<file path="config.mk">
export PLATFORM = sky130hd
export DESIGN_NAME = reservoir_level_ctrl
export DESIGN_NICKNAME = d
export VERILOG_FILES = /design/src/rtl/reservoir_level_ctrl.sv
export SDC_FILE = /design/constraint.sdc
export NUM_CORES = 1
export LEC_CHECK = 0
export ABC_AREA = 1
export CAP_MARGIN = 5
export CORE_AREA = 10 10 47 49
export DETAILED_ROUTE_END_ITERATION = 12
export DIE_AREA = 0 0 57 59
export HOLD_SLACK_MARGIN = 0.1
export SLEW_MARGIN = 25
export SYNTH_ARGS = -nofsm -noshare
export SYNTH_HDL_FRONTEND = slang
export SYNTH_SLANG_ARGS = --single-unit
</file>
<file path="constraint.sdc">
create_clock -name clk -period 4 [get_ports clk]
set_input_delay 0.6 -clock clk [delete_from_list [all_inputs] [get_ports clk]]
set_output_delay 0.6 -clock clk [all_outputs]
set_load 0.01 [all_outputs]
</file>
<file path="src/rtl/reservoir_level_ctrl.sv">
// Reservoir fill controller: tracks level one step per qualifying edge, drives valves, flags bad sensor codes.
// Optional debounce of level steps when RESERVOIR_DEBOUNCE_EN is defined.
module reservoir_level_ctrl #(
  parameter int NUM_LEVELS      = 3,
  parameter int DEBOUNCE_CYCLES = 4,
  localparam int LW             = $clog2(NUM_LEVELS + 1)
) (
  input  logic                  clk,
  input  logic                  reset,
  input  logic [NUM_LEVELS-1:0] s,
  input  logic                  fault_clr,
  output logic [NUM_LEVELS-1:0] fr,
  output logic                  dfr,
  output logic [LW-1:0]         level,
  output logic                  fault
);

  if (NUM_LEVELS < 1)      begin : g_chk_nl  $error("NUM_LEVELS must be >= 1");      end
  if (DEBOUNCE_CYCLES < 1) begin : g_chk_db  $error("DEBOUNCE_CYCLES must be >= 1"); end

  logic [LW-1:0] level_q, level_d;
  logic          down_q, down_d;
  logic          fault_q, fault_d;

  logic [LW-1:0] t_lvl;
  logic          s_valid;
  logic          moving, up, step;

  // Sensed level and thermometer check: a set bit above a clear bit is a fault.
  always_comb begin
    t_lvl   = '0;
    s_valid = 1'b1;
    for (int i = 0; i < NUM_LEVELS; i++) begin
      t_lvl = t_lvl + LW'(s[i]);
      if (i > 0 && s[i] && !s[i-1]) s_valid = 1'b0;
    end
  end

  assign moving = s_valid && (t_lvl != level_q);
  assign up     = t_lvl > level_q;

`ifdef RESERVOIR_DEBOUNCE_EN
  localparam int CW = $clog2(DEBOUNCE_CYCLES + 1);
  logic [CW-1:0] cnt_q, cnt_d;
  logic          dir_q, dir_d;

  // A reversal drops the run; the reversing edge itself is not counted.
  always_comb begin
    cnt_d = '0;
    dir_d = dir_q;
    step  = 1'b0;
    if (moving && !(cnt_q != '0 && dir_q != up)) begin
      dir_d = up;
      if (int'(cnt_q) + 1 == DEBOUNCE_CYCLES) step = 1'b1;
      else                                    cnt_d = cnt_q + CW'(1);
    end
  end

  always_ff @(posedge clk) begin
    if (reset) begin
      cnt_q <= '0;
      dir_q <= 1'b0;
    end else begin
      cnt_q <= cnt_d;
      dir_q <= dir_d;
    end
  end
`else
  assign step = moving;
`endif

  always_comb begin
    level_d = level_q;
    down_d  = down_q;
    fault_d = fault_q;
    if (!s_valid)       fault_d = 1'b1;
    else if (fault_clr) fault_d = 1'b0;
    if (step) begin
      level_d = up ? level_q + LW'(1) : level_q - LW'(1);
      down_d  = !up;
    end
  end

  always_ff @(posedge clk) begin
    if (reset) begin
      level_q <= '0;
      down_q  <= 1'b1;
      fault_q <= 1'b0;
    end else begin
      level_q <= level_d;
      down_q  <= down_d;
      fault_q <= fault_d;
    end
  end

  // Valves open on the slots not yet covered by water.
  always_comb begin
    for (int i = 0; i < NUM_LEVELS; i++)
      fr[i] = (i < NUM_LEVELS - int'(level_q));
  end

  assign dfr   = down_q && (level_q != LW'(NUM_LEVELS));
  assign level = level_q;
  assign fault = fault_q;

endmodule

</file>
==> run metrics <==
main combinational cell family by area after synthesis=simple AND/OR/NAND/NOR gates; Distinct cells, synth=16; # port buffers=12; Slew @ Worst Pin=229 ps; total core area=around 0.0014 sq mm; run status=complete, no violations; Initial Util=0.214; sequential-to-total area share from yosys stat=0.267; FP Rows=14; Crit Path Max Fanout=5; Syn Area/Cell=6.53 sq um; area share of and/or/nand/nor cells after synthesis=0.288; Die X=57 um; slew margin rel.=0.847; RSZ-0062 raised after global routing=no; Register Area=80.1 sq um; Synth top area share=0.267; top layer in use=met3; WP data arrival=2330 ps; met2 WL=352 um; global-route usage over all layers=0.0464; Clk Latency, worst-skew pair=230 ps; Final setup viols=0; TNS Setup=0 ps; hold_buf cts=0; post-synthesis mux area share=0; metal3 WL=56 um; Post-Synth Adder-Cell Area=0.150; clock skew=3.47 ps; Synth Area in XOR/XNOR=0; Nets=72; WL/cell=approximately 8.6 um; antenna violations before repair=0; post-synth net total=55; Max Clk Rate=452 MHz; clk buf depth=2; dpl hpwl=about 570 um; Setup Buffers After CTS=0; DRC Markers=0; Clock transition at path regs=40 ps; synthesized area=around 300 sq um; largest area contributor in the netlist=dfxtp_1; cts bufs inserted=3; Power Dens Cells=418 mW/mm^2; drt first-iter violations=4; DP Worst Slack=1540 ps; Hold Vio Cnt, Final=0; flop and latch count out of synthesis=4; CTS Sinks=4; die area=~0.0034 sq mm; smallest hold slack=465 ps; placer congestion estimate=a little over 0.7; Area Overhead vs Synth=54.2%; main area contributors after synthesis=dfxtp_1 27%, nand2_1 16%, inv_1 15%; worst path required time=just over 4000 ps; most frequent cells in the layout=13 x nand2_1, 12 x inv_1, 12 x clkdlybuf4s50_1; Crit Path Class=in -> reg; H-tree depth=1; largest net degree at the start of global routing=7; DRT Pass-1 Iters=4; most common cell after layout, fill and taps aside=nand2_1; Routed Antenna Nets=0; die height=59 um; Synth Instances=46; via count=304; met1 wire length=between 200 and 300 um; Pins Over Slew Limit=0; Setup crit start kind=input pin; Critical Path End Type=register; first-pass GRT wire length=1150 um; YS warnings=0; CTS tree=done; WL final=661 um; layout cells sized above 1=0.131; clock root cell=clkbuf_4; grt ovf=0; antenna cells=0; period utilization=0.553; Final min period=~2200 ps; multi-input combinational cell area=166 sq um; setup ws final=1790 ps; worst vdd ir=0.141 mV; post_cts resized=0; worst hold path type=reg -> reg; Pleak=0.000251 uW; Layout Utilization=0.330; Boundary Pins=13; compound-cell area share of the yosys netlist=0.117; vias in the first global route=291; Vias/cell=3.95; Filler cells=157; max-cap viol count=0; Final Power=a little under 200 uW
[sequential cells by signal (all words and copies together), names as in the netlist]
signal  count
level       2
down_q      1
fault       1
[final timing paths]
kind / to / slack (ps) / cells past startpoint / startpoint
setup / recovery: level[0] / 1790 / 9 / s[1]
hold / removal: fault / 460 / 2 / fault
setup reg to reg: level[0] / 2680 / 7 / level[1]
hold reg to reg: fault / 460 / 2 / fault
[power breakdown]
group	switching, uW	internal (uW)
sequential	6.43	46.6
combinational	46.7	44.6
clock	15.7	33.5
total	68.8	125
[logic make-up after synthesis]
| kind of cell | count (synthesis) |
|---|---|
| adders and majority gates | 3 |
| AOI/OAI and AO/OA | 5 |
| DFF | 4 |
| and+or+nand+nor | 20 |
| buffers and inverters | 14 |
[routing by layer]
metal,vias up,global-route usage
li1,165,-
met1,133,0.0395
met2,6,0.0651
met3,0,0.0236
met4,0,0.0705
met5,-,0
[cell type report]
type / instances / area share
timing repair buffer: 12 / 0.259
sequential: 4 / 0.173
multi-input combinational: 28 / 0.359
tap: 16 / 0.0432
inverter: 14 / 0.116
clock buffer: 3 / 0.0486
[worst max-delay path, cell delays in order]
cell and delay, ps:
clkdlybuf4s50_1 510, inv_1 70, fa_1 450, ha_1 280, nand2_1 110, nand2_4 120, clkinv_2 60, nor2_1 80
nor2_1 50
[cells in the mapped netlist, drive strengths merged]
cell type	n
a21oi	2
inv	12
o211ai	1
nand2	15
ha	2
dfxtp	4
nor2	4
clkinv	2
nand3	1
o21ai	2
fa	1
[per-stage QoR]
stage,instances,area [sq um]
2_1_floorplan,46,300
3_3_place_gp,74,440
3_5_place_dp,74,440
4_1_cts,77,463
5_1_grt,77,463
6_report,77,463
Power figures use the tool's default switching activity.
